--- src/rtl/pixel_rx_pkg.sv ---
// pixel_rx_pkg: shared types and helpers for the PIXELTOP readout receiver.
package pixel_rx_pkg;
    localparam int PIX_W = 8;
    typedef enum logic [1:0] {IDLE, CAPTURE, DRAIN} rx_state_t;
    // tag widths never collapse to zero, even for single-row or single-column frames
    function automatic int tag_w(input int n);
        return n > 1 ? $clog2(n) : 1;
    endfunction
endpackage

--- src/rtl/pixel_rx_fifo.sv ---
// pixel_rx_fifo: synchronous FIFO with flush; pop frees a full slot for a same-cycle push.
module pixel_rx_fifo #(
    parameter int W     = 8,
    parameter int DEPTH = 4
) (
    input  logic         clk_i,
    input  logic         rst_i,
    input  logic         flush_i,
    input  logic         push_i,
    input  logic         pop_i,
    input  logic [W-1:0] wdata_i,
    output logic [W-1:0] rdata_o,
    output logic         full_o,
    output logic         empty_o
);
    localparam int AW = $clog2(DEPTH);
    logic [AW:0]  wp_q, rp_q;
    logic [W-1:0] mem_q [DEPTH];
    logic         wr, rd;
    assign empty_o = wp_q == rp_q;
    assign full_o  = wp_q[AW] != rp_q[AW] && wp_q[AW-1:0] == rp_q[AW-1:0];
    assign rd      = pop_i && !empty_o;
    assign wr      = push_i && (!full_o || rd);
    assign rdata_o = mem_q[rp_q[AW-1:0]];
    always_ff @(posedge clk_i or posedge rst_i) begin
        if (rst_i) begin
            wp_q <= '0;
            rp_q <= '0;
            for (int i = 0; i < DEPTH; i++) mem_q[i] <= '0;
        end else if (flush_i) begin
            wp_q <= '0;
            rp_q <= '0;
        end else begin
            if (wr) begin
                mem_q[wp_q[AW-1:0]] <= wdata_i;
                wp_q <= wp_q + (AW + 1)'(1);
            end
            if (rd) rp_q <= rp_q + (AW + 1)'(1);
        end
    end
endmodule

--- src/rtl/pixel_readout_rx.sv ---
// pixel_readout_rx: PIXELTOP readout receiver with row/col tagging, FIFO and frame tracking.
// Define PIXEL_RX_FRAME_SUM_EN to add the FRAME_SUM per-frame pixel accumulator output.
module pixel_readout_rx
    import pixel_rx_pkg::*;
#(
    parameter int ROWS       = 2,
    parameter int COLS       = 2,
    parameter int FIFO_DEPTH = 4
) (
    input  logic                    CLK,
    input  logic                    RESET,
    input  logic [PIX_W-1:0]        DATA,
    input  logic                    READ_STB,
    input  logic                    FRAME_START,
    output logic [PIX_W-1:0]        PIX_DATA,
    output logic [tag_w(ROWS)-1:0]  PIX_ROW,
    output logic [tag_w(COLS)-1:0]  PIX_COL,
    output logic                    PIX_VALID,
    input  logic                    PIX_READY,
    output logic                    FRAME_DONE,
    output logic                    OVERFLOW,
`ifdef PIXEL_RX_FRAME_SUM_EN
    output logic [PIX_W+$clog2(ROWS*COLS+1)-1:0] FRAME_SUM,
`endif
    output logic                    FRAME_ERR
);
    localparam int N  = ROWS * COLS;
    localparam int RW = tag_w(ROWS);
    localparam int CW = tag_w(COLS);
    localparam int PW = $clog2(N + 1);

    typedef struct packed {
        logic [PIX_W-1:0] data;
        logic [RW-1:0]    row;
        logic [CW-1:0]    col;
    } entry_t;

    rx_state_t     state_q, state_d;
    logic [RW-1:0] row_q, row_d;
    logic [CW-1:0] col_q, col_d;
    logic [PW-1:0] cnt_q, cnt_d;
    logic          ovf_q, ovf_d, done_q, done_d, err_q, err_d;
    logic          strobe, pop, full, empty, drop, push_ok, flush, count, col_wrap;
    entry_t        wr_e, rd_e;

    assign pop      = !empty && PIX_READY;
    assign strobe   = READ_STB && !FRAME_START && state_q == CAPTURE;
    assign drop     = strobe && full && !pop;
    assign push_ok  = strobe && !drop;
    assign flush    = FRAME_START && state_q != IDLE;
    // a dropped sample counts as delivered so a lossy frame still terminates
    assign count    = state_q != IDLE && !FRAME_START && (pop || drop);
    assign col_wrap = col_q == CW'(COLS - 1);
    assign wr_e     = '{data: DATA, row: row_q, col: col_q};

    pixel_rx_fifo #(.W($bits(entry_t)), .DEPTH(FIFO_DEPTH)) u_fifo (
        .clk_i   (CLK),
        .rst_i   (RESET),
        .flush_i (flush),
        .push_i  (strobe),
        .pop_i   (pop),
        .wdata_i (wr_e),
        .rdata_o (rd_e),
        .full_o  (full),
        .empty_o (empty)
    );

    always_comb begin
        state_d = state_q;
        row_d   = row_q;
        col_d   = col_q;
        cnt_d   = count ? cnt_q + PW'(1) : cnt_q;
        ovf_d   = ovf_q || drop;
        err_d   = flush;
        done_d  = count && cnt_q == PW'(N - 1);
        if (FRAME_START) begin
            state_d = CAPTURE;
            row_d   = '0;
            col_d   = '0;
            cnt_d   = '0;
            ovf_d   = 1'b0;
        end else if (done_d) begin
            state_d = IDLE;
        end else if (strobe) begin
            col_d = col_wrap ? '0 : col_q + CW'(1);
            row_d = col_wrap ? row_q + RW'(1) : row_q;
            if (col_wrap && row_q == RW'(ROWS - 1)) state_d = DRAIN;
        end
    end

    always_ff @(posedge CLK or posedge RESET) begin
        if (RESET) begin
            state_q <= IDLE;
            row_q   <= '0;
            col_q   <= '0;
            cnt_q   <= '0;
            ovf_q   <= 1'b0;
            done_q  <= 1'b0;
            err_q   <= 1'b0;
        end else begin
            state_q <= state_d;
            row_q   <= row_d;
            col_q   <= col_d;
            cnt_q   <= cnt_d;
            ovf_q   <= ovf_d;
            done_q  <= done_d;
            err_q   <= err_d;
        end
    end

`ifdef PIXEL_RX_FRAME_SUM_EN
    localparam int SW = PIX_W + PW;
    logic [SW-1:0] sum_q, sum_d, fsum_q;
    assign sum_d = FRAME_START ? '0 : sum_q + (push_ok ? SW'(DATA) : '0);
    always_ff @(posedge CLK or posedge RESET) begin
        if (RESET) begin
            sum_q  <= '0;
            fsum_q <= '0;
        end else begin
            sum_q <= sum_d;
            if (done_d) fsum_q <= sum_d;
        end
    end
    assign FRAME_SUM = fsum_q;
`else
    logic unused_push_ok;
    assign unused_push_ok = push_ok;
`endif

    assign PIX_DATA   = rd_e.data;
    assign PIX_ROW    = rd_e.row;
    assign PIX_COL    = rd_e.col;
    assign PIX_VALID  = !empty;
    assign FRAME_DONE = done_q;
    assign OVERFLOW   = ovf_q;
    assign FRAME_ERR  = err_q;
endmodule

--- config.mk ---
export PLATFORM = sky130hd
export DESIGN_NAME = pixel_readout_rx
export DESIGN_NICKNAME = d
export VERILOG_FILES = /design/src/rtl/pixel_rx_pkg.sv /design/src/rtl/pixel_rx_fifo.sv /design/src/rtl/pixel_readout_rx.sv
export SDC_FILE = /design/constraint.sdc
export NUM_CORES = 1
export LEC_CHECK = 0
export ABC_AREA = 1
export CAP_MARGIN = 0
export CORE_ASPECT_RATIO = 1.75
export CORE_MARGIN = 2
export CORE_UTILIZATION = 27
export CTS_CLUSTER_SIZE = 16
export DETAILED_ROUTE_END_ITERATION = 8
export PLACE_DENSITY = 0.53
export SYNTH_ARGS = -nofsm -noshare
export SYNTH_HDL_FRONTEND = slang
export SYNTH_SLANG_ARGS = --single-unit
--- constraint.sdc ---
create_clock -name CLK -period 1.9 [get_ports CLK]
set_input_delay 0.19 -clock CLK [delete_from_list [all_inputs] [get_ports CLK]]
set_output_delay 0.19 -clock CLK [all_outputs]
set_load 0.01 [all_outputs]
Yosys cells after proc, flatten, opt, wreduce, memory -nomap -nowiden
Cells that the tools add are included.
{"block": "op_classes", "addsub": 5, "order_cmp": 3, "n_eq_ne": 6, "n_mux": 25, "bitwise": 3, "reduce_logical": 33}
{"cell": "bitwise mux 40 bit", "n": 1}
{"cell": "two-way mux 10 bit", "n": 3}
{"cell": "binary-select mux 10 bit (select 2 bit)", "n": 1}
{"cell": "demux 10 bit (select 2 bit)", "n": 1}
{"cell": "two-way mux 3 bit", "n": 6}
{"cell": "logical AND 1 bit", "n": 14}
{"cell": "nonzero test 2 bit", "n": 6}
{"cell": "adder 3 x 1 -> 3 bit, second input constant", "n": 3}
{"cell": "two-way mux 1 bit", "n": 9}
{"cell": "two-way mux 2 bit", "n": 4}
{"cell": ">= comparator 3 bit, second input constant", "n": 2}
{"cell": "inverter 2 -> 3 bit", "n": 2}
{"cell": "AND reduction 2 bit", "n": 3}
{"cell": "nonzero test 3 bit", "n": 2}
{"cell": "zero test 1 bit", "n": 4}
{"cell": "equality test 3 x 2 -> 1 bit, second input constant", "n": 1}
{"cell": "equality test 3 bit", "n": 1}
{"cell": "logical OR 1 bit", "n": 3}
{"cell": "less-than comparator 3 x 1 -> 1 bit, second input constant", "n": 1}
{"cell": "AND reduction 3 bit", "n": 1}
{"cell": "adder 1 bit, second input constant", "n": 2}
{"cell": "equality test 2 x 1 -> 1 bit, second input constant", "n": 1}
{"cell": "equality test 2 bit", "n": 1}
{"cell": "!= test 2 bit, second input constant", "n": 1}
{"cell": "other kinds (2)", "n": 2}
{"block": "word_totals", "reg_bits": 56, "in_bits": 13, "out_inout_bits": 14, "wordCells": 88}

Longest topological paths before layout
{"block": "depth", "depth_word": 10, "mapped_depth": 10, "ltp_nobuf": 10}

Cells and area by module
Synthesis repeated with hierarchy kept, for this count alone.
{"block": "hier_totals", "hier_cells": 347, "area_unflattened_um2": 2786.4}
{"mod": "pixel_rx_fifo", "instances": 1, "cells_each": 285, "area_each_um2": 2277.2, "seq_area_each_um2": 1151.1}
{"mod": "pixel_readout_rx", "instances": 1, "cells_each": 62, "area_each_um2": 509.2, "seq_area_each_um2": 250.2}

Worst setup path after synthesis
No wires, ideal clock.
{"block": "synth_timing", "path_type": "register to register", "from": "reg u_fifo.wp_q[0]", "to": "reg u_fifo.mem_q[0] (netlist bit)", "setup_time_ns": 0.119, "arrival_ns": 1.274, "slack_ns": 0.507, "path_stages_with_launch": 10, "synth_period_minus_slack_ns": 1.393, "path_cell_list": "dfrtp_1 > inv_2 > nand2_1 > nand2_1 > nor2_4 > nand3b_4 > nand2_4 > nor2_1 > buf_4 > o21a_1"}
{"block": "synth_via", "elab_chain_len": 7}
{"item": "from (decl)", "line_no": "pixel_rx_fifo.sv:17", "text": "logic [AW:0] wp_q, rp_q;"}
{"item": "from (signal assigned)", "line_no": "pixel_rx_fifo.sv:36", "text": "wp_q <= wp_q + (AW + 1)'(1);"}
{"item": "parallel branches: the longest is 7 deep, another holds >= comparator 3 bit"}
{"item": "to (signal, indexed assignment)", "line_no": "pixel_rx_fifo.sv:35", "text": "mem_q[wp_q[AW-1:0]] <= wdata_i;"}
{"item": "to (decl)", "line_no": "pixel_rx_fifo.sv:18", "text": "logic [W-1:0] mem_q [DEPTH];"}
Parallel ways; which one is timed is not known.
A chain may end at the register's enable or synchronous reset.

Final worst setup path
{"block": "layout_timing", "from": "reg u_fifo.rp_q[0]", "to": "reg u_fifo.wp_q[2]"}
{"block": "layout_via", "elab_chain_len": 7}
{"item": "from (decl)", "line_no": "pixel_rx_fifo.sv:17"}
{"item": "from (signal assigned)", "line_no": "pixel_rx_fifo.sv:38", "text": "if (rd) rp_q <= rp_q + (AW + 1)'(1);"}
{"item": "equality test 3 bit", "line_no": "pixel_rx_fifo.sv:20", "text": "assign empty_o = wp_q == rp_q;"}
{"item": "zero test 1 bit", "line_no": "pixel_rx_fifo.sv:22, pixel_readout_rx.sv:46"}
{"item": "logical AND 1 bit", "line_no": "pixel_readout_rx.sv:46", "text": "assign pop = !empty && PIX_READY;"}
{"item": "logical AND 1 bit", "line_no": "pixel_rx_fifo.sv:22", "text": "assign rd = pop_i && !empty_o;"}
{"item": "logical OR 1 bit *", "line_no": "pixel_rx_fifo.sv:23", "text": "assign wr = push_i && (!full_o || rd);"}
{"item": "logical AND 1 bit *", "line_no": "pixel_rx_fifo.sv:23"}
{"item": "nonzero test 2 bit (no source line) *"}
Mark *: on every way between the ends. The rest lies on a longest branch, timed or not.

==> flow_summary.toml <==
[place]
portBuffers = 26
dp_slack_ns = 0.1624
dp_hpwl_um = 5066
place_congestion = 0.7649
postPlaceCellArea_sq_um = 3311

[power]
power_density_nw_per_um2 = 1323
comb_power_share_pct = 37.6
p_clk_share_pct = 23.9
leakage_nw = 1.733
p_sw_mw = 1.642
switching_share_pct = 35.66
power_frac_seq_pct = 38.6
intPower_mw = 2.963
max-vdd-ir-drop_mv = 0.4730
power_mw = 4.605

[synth]
netlist_area_sq_um = 2748
synth_ff_type = "dfrtp_1"
yosysMostFrequentCell = "nand2_1"
synthTopCellsByCount = "103 x nand2_1, 63 x o21ai_0, 56 x dfrtp_1"
netlist_instances = 337
synth_edf_count = 0
synthArstFlopShare_pct = 100.0
ys_ff_latch = 56
synth_nets = 357
ys_seq_area_share_pct = 51.00
yosysTopAreaCell = "dfrtp_1"
syn_area_per_cell_sq_um = 8.153
synth.area.top_cells = "dfrtp_1 51%, nand2_1 14%, o21ai_0 11%"
yosysUniqueCellTypes = 24
yosysWarnings = 0
yosys.area.top_type_share_pct = 51.00

[drt]
drt_first_pass_iters = 4
wirelength_um = 7246
num_vias = 2368
drtIter0Drc = 229
avgViaCountPerCell = 4.689
ant_nets = 0
drt-wirelength-per-cell_um = 14.35
drc = 0

[sta]
period_needed_ns = 1.721
skew_ns = 0.009660
fmax_ghz = 0.5812
hold_viol = 0
setup_viol = 0
setup_ws_ns = 0.1793
relSlewSlack_pct = 78.95
setup-tns-final_ns = 0
rsz0062_at_grt = "false"
period_share_pct = 90.56
slew_violations = 0
tightestPinTransition_ns = 0.3157

[cts]
cts_buffer_depth = 2
cts_tree = "done"
hold_buffers = 0
cts_buffers = 5
clk_transition_reported_paths_ns = 0.08
ctsHtreeMaxLevel = 2
clockRootBuffer = "clkbuf_16"
clkSinkCount = 56
insertion_delay_ns = 0.30

[cells_and_area]
layout.nets = 399
multi_input_area_sq_um = 1176
finish.utilization_pct = 35.13
syn_to_final_growth_pct = 26.68
seq_area_sq_um = 1401
stdcell_area_sq_um = 3481
drive_gt1_share_pct = 11.05
fill_cells = 1047
antenna_cells = 0

[global_routing]
grt_overflow = 0
track_usage_pct = 14.16
grt_max_degree = 57
grt_use_met2_pct = 26.57
use_met1_pct = 15.57
grt_antenna_before_repair = 0
top_usage_layer = "met2"
first_global_vias = 2414
grt_pass1_wl_um = 11940
gr-usage-met3_pct = 2.228

[floorplanning]
die_w_um = 80.26
die-area_sq_um = 11030
std_cell_rows = 48
start_util_pct = 27.73
dieHeight_um = 137.5
core_area_sq_um = 9910
design.portCount = 27

[critical_path]
endpoint = "u_fifo.wp_q[2]"
worst_setup_path_start_kind = "flip-flop"
path_buf_inv = 2
critPathSlowestCell = "dfrtp_1"
worstSetupPathDepth = 10
required_ns = 2.08
crit_family = "simple AND/OR/NAND/NOR gates"
cp_cell_sequence = "buf_6 -> nand2_1 -> nand2_1 -> nor2_4 -> nand3b_4 -> nand2_4 -> nor2_1 -> buf_4 -> o21ai_0 -> nor2_1"
ff2ff_path_depth = 10
critPathMaxFanout = 14
reg2reg_slack_ns = 0.18
critPathKind = "flip-flop to flip-flop"
timing.rr.start = "u_fifo.rp_q[0]"
crit_path_start = "u_fifo.rp_q[0]"
slowest_delay_ns = 0.43
r2r-end = "u_fifo.wp_q[2]"
end_kind = "flip-flop"
critPathArrivalTime_ns = 1.90

[run_status]
status = "finished clean"

[job]
drv_cap = 0

[hold_path]
hold_path.class = "primary input to async pin"
-- through the flow --
stage / cells / hold WS, ns
floorplan: 337 / 0.3067
global placement: 497 / 0.4649
detailed placement: 497 / 0.4671
CTS: 505 / 0.2668
global route: 505 / 0.3072
finish: 505 / 0.2562
-- metal layers --
layer	vias up	share of wire, %
met5	-	0
met2	48	54
met1	1125	40
met4	0	2.0
met3	10	3.6
li1	1185	-
-- worst register-to-register path: cells and delay by family (launching register included) --
family,cells,cell delay (ns)
AO/OA/AOI/OAI,1,0.16
buffers and inverters,2,0.35
flip-flops,1,0.43
AND/OR/NAND/NOR,7,0.67
-- power groups by stage --
stage | Combinational (mW) | Sequential, mW | Clock, mW
floorplan | 1.02 | 1.74 | 0
global placement | 1.86 | 1.78 | 0
global route | 1.98 | 1.83 | 1.17
detailed placement | 1.89 | 1.79 | 0
finish | 1.73 | 1.78 | 1.10
CTS | 1.76 | 1.77 | 1.13
-- flip-flops by register name (all words and copies together) (netlist names) --
name / cells
col_q: 1
OVERFLOW: 1
state_q: 2
row_q: 1
FRAME_DONE: 1
cnt_q: 3
FRAME_ERR: 1
u_fifo.mem_q: 40
u_fifo.wp_q: 3
u_fifo.rp_q: 3
-- final cells by class --
cell class,count,area share (%)
inverter,23,2.552
clock inverter,2,1.114
tap,125,4.493
sequential,56,40.26
clock buffer,6,3.990
multi-input combinational,243,33.79
timing repair buffer,50,13.80
-- kinds of logic after synthesis --
logic type	share of synthesized area (%)
AOI/OAI and AO/OA	16.07
and+or+nand+nor	23.22
xor gates and xnor gates	0.3188
adders and majority gates	3.187
buffers and inverters	6.193
DFF	51.00
-- worst min-delay path by stage --
stage                startpoint               end  slack [ns]  cells past startpoint
2_1_floorplan           DATA[7]  u_fifo.mem_q[29]        0.31                      2
3_3_place_gp   u_fifo.mem_q[29]  u_fifo.mem_q[29]        0.46                      2
3_5_place_dp   u_fifo.mem_q[29]  u_fifo.mem_q[29]        0.47                      2
4_1_cts                   RESET        state_q[1]        0.27                      3
5_1_grt                   RESET        state_q[1]        0.31                      3
6_report                  RESET        state_q[1]        0.26                      3
-- layout by cell type, fill, tap and decap left out, drive strengths merged --
| cell | instances |
|---|---|
| dlygate4sd2 | 11 |
| o22ai | 9 |
| nor2 | 28 |
| ha | 7 |
| clkinv | 1 |
| o21a | 4 |
| bufinv | 1 |
| o21ai | 66 |
| nand3b | 1 |
| xnor2 | 1 |
| inv | 23 |
| nor3 | 2 |
| dfrtp | 56 |
| nand2 | 104 |
| clkbuf | 6 |
| a21oi | 5 |
| clkdlybuf4s50 | 15 |
| nand3 | 15 |
| nand4 | 1 |
| buf | 24 |
-- repair_timing --
item	in CTS	in global routing
endpoints found under the hold margin	0	0
endpoints found under the setup margin	11	0
resized for setup	14	0
buffers inserted	0	0
Power figures use the tool's default switching activity.
